File: config.mk
export PLATFORM = sky130hd
export DESIGN_NAME = boot_loader
export DESIGN_NICKNAME = d
export VERILOG_FILES = /design/src/rtl/boot_loader.sv
export SDC_FILE = /design/constraint.sdc
export NUM_CORES = 1
export LEC_CHECK = 0
export ABC_CLOCK_PERIOD_IN_PS = 3000
export BUFFER_PORTS_ARGS = -buffer_cell sky130_fd_sc_hd__buf_2
export CAP_MARGIN = 20
export CORE_AREA = 2 2 66 99
export CTS_BUF_LIST = sky130_fd_sc_hd__clkbuf_8
export CTS_CLUSTER_DIAMETER = 50
export DETAILED_ROUTE_END_ITERATION = 10
export DIE_AREA = 0 0 68 101
export PLACE_DENSITY = 0.81
export SETUP_SLACK_MARGIN = 0.3
export SYNTH_ARGS = -nofsm -noshare
export SYNTH_HDL_FRONTEND = slang
export SYNTH_SLANG_ARGS = --single-unit
export TNS_END_PERCENT = 1
File: constraint.sdc
create_clock -name clk -period 3 [get_ports clk]
set_clock_uncertainty 0.1 [all_clocks]
set_input_delay 0.6 -clock clk [delete_from_list [all_inputs] [get_ports clk]]
set_output_delay 0.6 -clock clk [all_outputs]
set_load 0.02 [all_outputs]
File: src/rtl/boot_loader.sv
// Stream boot loader: receives a start address, length and data, writes the data and the
// reset vector into memory, then releases the cpu. Optional checksum via LOADER_CHECKSUM_EN.
module boot_loader #(
  parameter logic [15:0] VECTOR_ADDR = 16'hFFFC
) (
  input  logic        clk,
  input  logic        rst,
  input  logic [7:0]  rx_data,
  input  logic        rx_valid,
  output logic        rx_ready,
  input  logic [15:0] cpu_address,
  input  logic [7:0]  cpu_data_write,
  input  logic        cpu_read_write,
  output logic        cpu_rst,
  output logic [15:0] mem_address,
  output logic [7:0]  mem_data_write,
  output logic        mem_read_write,
  output logic        loading,
  output logic        error
);

  typedef enum logic [3:0] {
    HDR_AL, HDR_AH, LEN_L, LEN_H, DATA, VEC_L, VEC_H, RUN, ERROR
`ifdef LOADER_CHECKSUM_EN
    , CHK
`endif
  } state_t;

  localparam logic [15:0] VECTOR_ADDR_HI = VECTOR_ADDR + 16'd1;

`ifdef LOADER_CHECKSUM_EN
  localparam state_t DATA_DONE = CHK;
`else
  localparam state_t DATA_DONE = VEC_L;
`endif

  state_t      state;
  logic [15:0] start_addr;
  logic [15:0] count;
  logic [15:0] ptr;
  logic        xfer;

`ifdef LOADER_CHECKSUM_EN
  logic [7:0] sum;
  logic       error_q;
  assign error = error_q;
`else
  assign error = 1'b0;
`endif

  always_comb begin
    rx_ready = 1'b0;
    case (state)
      HDR_AL, HDR_AH, LEN_L, LEN_H, DATA: rx_ready = 1'b1;
`ifdef LOADER_CHECKSUM_EN
      CHK:                                rx_ready = 1'b1;
`endif
      default:                            rx_ready = 1'b0;
    endcase
  end

  assign xfer    = rx_valid & rx_ready;
  assign loading = (state != RUN);

  // Data writes are zero-latency, so the memory bus is decoded straight from state and rx.
  always_comb begin
    mem_address    = 16'h0000;
    mem_data_write = 8'h00;
    mem_read_write = 1'b1;
    case (state)
      DATA: begin
        mem_address = ptr;
        if (rx_valid) begin
          mem_data_write = rx_data;
          mem_read_write = 1'b0;
        end
      end
      VEC_L: begin
        mem_address    = VECTOR_ADDR;
        mem_data_write = start_addr[7:0];
        mem_read_write = 1'b0;
      end
      VEC_H: begin
        mem_address    = VECTOR_ADDR_HI;
        mem_data_write = start_addr[15:8];
        mem_read_write = 1'b0;
      end
      RUN: begin
        mem_address    = cpu_address;
        mem_data_write = cpu_data_write;
        mem_read_write = cpu_read_write;
      end
      default: ;
    endcase
  end

  always_ff @(posedge clk) begin
    if (!rst) begin
      state      <= HDR_AL;
      start_addr <= 16'h0000;
      count      <= 16'h0000;
      ptr        <= 16'h0000;
      cpu_rst    <= 1'b0;
`ifdef LOADER_CHECKSUM_EN
      sum        <= 8'h00;
      error_q    <= 1'b0;
`endif
    end else begin
      case (state)
        HDR_AL: if (xfer) begin
          start_addr[7:0] <= rx_data;
          state           <= HDR_AH;
        end
        HDR_AH: if (xfer) begin
          start_addr[15:8] <= rx_data;
          ptr              <= {rx_data, start_addr[7:0]};
          state            <= LEN_L;
        end
        LEN_L: if (xfer) begin
          count[7:0] <= rx_data;
          state      <= LEN_H;
        end
        LEN_H: if (xfer) begin
          count[15:8] <= rx_data;
          state       <= ({rx_data, count[7:0]} != 16'h0000) ? DATA : DATA_DONE;
        end
        DATA: if (xfer) begin
          ptr   <= ptr + 16'd1;
          count <= count - 16'd1;
`ifdef LOADER_CHECKSUM_EN
          sum   <= sum + rx_data;
`endif
          if (count == 16'd1) state <= DATA_DONE;
        end
`ifdef LOADER_CHECKSUM_EN
        CHK: if (xfer) begin
          if (rx_data == sum) begin
            state <= VEC_L;
          end else begin
            state   <= ERROR;
            error_q <= 1'b1;
          end
        end
`endif
        VEC_L: state <= VEC_H;
        VEC_H: begin
          state   <= RUN;
          cpu_rst <= 1'b1;
        end
        RUN:     ;
        ERROR:   ;
        default: state <= HDR_AL;
      endcase
    end
  end

endmodule

Word level (Yosys, flattened, before mapping)

Cells that the tools add are included.

Register bits: 53
Input bits: 36
Output and inout bits: 29
Word-level logic and storage cells: 62

$add $sub $neg: 2
Equality and inequality tests: 16
Mux-type cells: 21
Bitwise gates (word level): 2
Reduce and logical (&&, ||, !) cells: 14

Operators with widths:

| kind                  | count |
|---|---|
| $pmux 16 s4           | 1 |
| $mux 16               | 3 |
| $pmux 16 s2           | 1 |
| $pmux 4 s8            | 1 |
| $pmux 8 s2            | 2 |
| $pmux 8 s4            | 1 |
| $mux 4                | 6 |
| $add 16x1->16 const B | 1 |
| $eq 16x1->1 const B   | 1 |
| $eq 4x3->1 const B    | 4 |
| $mux 8                | 2 |
| $reduce_bool 16->1    | 1 |
| $sub 16x1->16 const B | 1 |
| $ne 2x2->1 const B    | 6 |
| $reduce_and 3->1      | 3 |
| $eq 4x2->1 const B    | 2 |
| $reduce_and 7->1      | 1 |
| $reduce_bool 2->1     | 3 |
| $reduce_or 5->1       | 1 |
| $eq 4x1->1 const B    | 1 |
| $eq 4x4->1 const B    | 1 |
| $logic_not 4->1       | 1 |
| $ne 4x3->1 const B    | 1 |
| $reduce_and 2->1      | 2 |
| 5 further kinds       | 8 |

Depth between registers and ports, before layout

Word-level depth: 6
Gate-level depth with buffers: 8
Mapped depth without buffers: 6

Least setup slack after synthesis

Ideal clock, no wire load.

Path kind: reg2out
Start: reg state[0]
End: out mem_address[10]
Arrival: 1791 ps
Data required time: 2300 ps
Path slack: 509 ps
Stages on the path, launching flop included: 9
Buffers on the path: 3
Cells stage by stage: dfxtp_1 inv_1 ha_1 and2_1 clkbuf_1 clkbuf_1 buf_1 a22oi_1 nand2_1

Word-level cells in the longest chain between the ends: 2
Elaborated cells on any way between the ends: 5
Those cells by class: eq/ne (4); mux (1)

Ends and longest elaborated chain:

| item                   | RTL line | text |
|---|---|---|
| start, declared        | 37       | `state_t state;` |
| start signal, assigned | 125      | `state <= ({rx_data, count[7:0]} != 16'h0000) ? DATA : DATA_DONE;` |
| $eq 4x3->1             | 70       | `case (state)` |
| $pmux 16 s4 (*)        | 70       |  |
| end, declared          | 15       | `output logic [15:0] mem_address,` |

Mark *: on every way between the ends. The rest lies on a longest branch, timed or not.

Worst setup path after layout

Start: reg state[0]
End: out mem_address[12]

Same word-level chain as after synthesis.

==> results summary <==
The number of antenna violations at the first check in global routing was 0. The top-level I/O count is 65. The clock sink count is 52. The port buffer count is 63. The number of antenna diodes in the final layout is 0.

For this run, the slowest stage of the critical path takes 0.39 ns. The biggest area contributor in the post-synthesis netlist is dfxtp_1. Ranked by total cell area, the synthesized netlist is headed by dfxtp_1 31%, nand2_1 8.3%, a21oi_1 5.6%. The final critical-path share of the clock period is 88.79%. The floorplan step set the die width to 68 um.

The post-synthesis to final-layout area growth is 13.76%. Entering global routing, the biggest net connects 32 pins. The slowest library cell on the worst path is and2_1.

The signal on the critical path passes through inv_1, ha_1, and2_1, buf_4, nand2_1, nand3_1, buf_2. The flip-flop cell with the highest count after synthesis is dfxtp_1. The static leakage power is 1.522 nW. In the post-route analysis, the smallest setup slack over all paths is 0.3362 ns.

Power spread over the standard cell area amounts to 668.3 mW/mm2. The top cell family by delay on the critical path is simple AND/OR/NAND/NOR gates. The worst slew margin relative to its limit is 53.85%. The average wire per cell in the routed design came out at 18.05 um. The minimum period implied by the final worst setup slack is 2.664 ns. Once the floorplan was initialized, standard cells occupied 55.96% of the core.

Summing every instance area after synthesis gives 0.003382 mm2. The finished layout cell area came out at 0.003847 mm2. The H-tree was split into 2 levels. The worst-path maximum fanout came out at 14. The TritonCTS clock tree is built.

The setup slack at placement is 0.5714 ns. The via count of the first global-routing pass is 3469. The proportion of register bits with asynchronous set or reset after synthesis is 0%.

The worst setup path is of the register to primary output kind. The buffering stage count on the worst path with inverters included is 3. The maximum vdd ir drop is 512.0 uV. The number of max-cap violations came out at 0. For the worst-skew pair, the clock arrives at the later sink with an insertion delay of 0.32 ns. The net count of the mapped netlist is 505. The max-slew violation total from the final report is 0.

The maximum clock path buffer count came out at 2. The global placer's final weighted congestion came out at 0.9245. The number of vias per cell came out at 6.603. The required time reported for the critical path endpoint came out at 2.30 ns. The timing-limited maximum frequency is 375.4 MHz. Setup repair after global routing could not meet its margin everywhere. The synthesized instance count is 461. The core area came out at 0.006043 mm2. The count of fill cells added during filler insertion is 542.

In this run, distinct cell masters in the synthesized netlist total 62. The buffer count from post-CTS setup fixing came out at 0. The portion of synthesized cell area occupied by the leading cell type came out at 30.78%. Setup total negative slack on the finished layout was measured at 0 ns. The row count came out at 35.

The detailed-router iteration count before antenna repair came out at 5. The total wire length came out at 10470 um. The floorplan step set the die height to 101 um. The top cell types in the final layout, fill and taps aside, are 75 x nand2_1, 63 x buf_2, 51 x dfxtp_1. The tree is rooted in a clkbuf_8. After clock tree synthesis, the clock-pin slew on the worst setup and hold paths is 0.10 ns. For the pin with the worst max-slew slack, the measured transition is 0.6877 ns. The number of synthesized register bits is 52. The proportion of synthesized chip area in sequential cells came out at 30.78%. The HPWL reported at the end of detailed placement is 7450 um.

Across all layers, the routed design uses 3830 vias. The run finished with clean final reports. In this run the remaining antenna-violating nets after routing total 0. The number of warnings reported in the yosys synthesis log came out at 0. The die covers 0.006868 mm2. Global routing consumed, over all layers together, 31.07% of the routing resources.

The total grt overflow is 0. The detailed-route DRC error count came out at 0. The post-layout net count came out at 549.

In this run, CTS created clock tree buffers numbering 5. The area taken by flip-flops and latches came out at 0.001042 mm2. The number of buffers inserted for hold repair after clock tree synthesis came out at 0. The post-placement cell area came out at 0.003729 mm2. The category of the worst setup path launch point is a register. Averaged over all synthesized cells, the footprint is 7.336 um2. The first global-routing pass estimated 16530 um of wire.

The count of final setup violators is 0. The fraction of final layout cells sized beyond drive strength 1 is 18.58%. The path class of the tightest hold or removal check is register to register. The worst setup path is captured at a primary output. The number of synthesized flops with an enable pin is 0. For this block, the initial DRC count from the detailed router was 447. The final count of hold timing violations came out at 0.

The overall power consumption is 2.571 mW. The arrival time of data at the critical path endpoint is 1.96 ns. The most common cell after layout, fill and taps aside is nand2_1. The area taken by multi-input logic gates is 0.002166 mm2.
==> worst reg2reg max path, stage by stage (launching register included) <==
cell and delay [ns]:
dfxtp_1 0.40, inv_1 0.08, ha_1 0.24, and2_1 0.30
buf_4 0.24, o21ai_1 0.57, a21oi_1 0.10, o221a_2 0.30
==> worst paths after layout <==
check                 from              end  slack, ns  cells after the start
max               state[0]  mem_address[12]       0.34                      7
min reg2reg  start_addr[9]    start_addr[9]       0.36                      2
min          start_addr[9]    start_addr[9]       0.36                      2
max reg2reg       state[0]         count[6]       0.56                      7
==> final cells by class <==
type | instances | share of cell area [%]
timing repair buffer | 74 | 10.34
multi-input combinational | 362 | 56.29
tap | 74 | 2.407
clock inverter | 3 | 1.106
inverter | 10 | 0.9756
sequential | 52 | 27.09
clock buffer | 5 | 1.789
==> state kept, by name, summed over array words and instances (netlist names) <==
signal and count:
state 3, cpu_rst 1, ptr 16, count 16
start_addr 16
==> power by group <==
part / internal (mW) / total, mW / leakage [nW] / switching [mW]
registers: 0.809 / 0.953 / 0.423 / 0.144
logic: 0.421 / 1.12 / 1.04 / 0.697
clock network: 0.249 / 0.501 / 0.0599 / 0.252
total: 1.48 / 2.57 / 1.52 / 1.09
==> metal layers <==
metal  up-vias  routed length, um  GRT usage [%]
met1      1777               3937          37.31
met4         0                435          16.00
met2       222               5219          51.61
met3        47                878          5.475
li1       1784                  -              -
met5         -                  0              0
==> cells in the mapped netlist (3+ instances only) <==
cell      count
nand2_1      75
o211ai_1      4
o311ai_0      3
nand3_1      19
nor2b_1       4
nand4_1       9
nor2_1       28
inv_1         9
nor4_1        4
a222oi_1      9
o21bai_1      3
and2_1       10
ha_1          8
nand2b_1      4
a311oi_1      5
and3_1        3
a21boi_0      6
a211oi_1      3
a31oi_1       9
o21a_1        5
nor3_1       15
a22oi_1      11
mux2i_1      10
or3_1         5
o21ai_0      27
a21oi_1      38
a21o_1        5
clkbuf_1     33
dfxtp_1      52
==> metrics by stage <==
| stage | hold slack [ns] | utilization [%] | cells |
|---|---|---|---|
| global route | 0.3872 | 63.66 | 580 |
| floorplan | 0.3357 | - | 461 |
| CTS | 0.3654 | 63.64 | 580 |
| global placement | 0.3452 | 61.70 | 572 |
| detailed placement | 0.3519 | 61.70 | 572 |
| finish | 0.3628 | 63.66 | 580 |
==> logic make-up after synthesis <==
family                   synth area share (%)
adder cells (fa/ha/maj)                 2.960
AND/OR/NAND/NOR                         28.01
flip-flops                              30.78
other                                  0.1109
buffers and inverters                   5.364
multiplexers                            3.626
AO/OA/AOI/OAI                           29.15
==> what timing repair did <==
item                                    4_1_cts  5_1_grt
pin swaps                                     0        0
gates resized for setup                       3        1
endpoints found under the setup margin       13       23
Power figures use the tool's default switching activity.
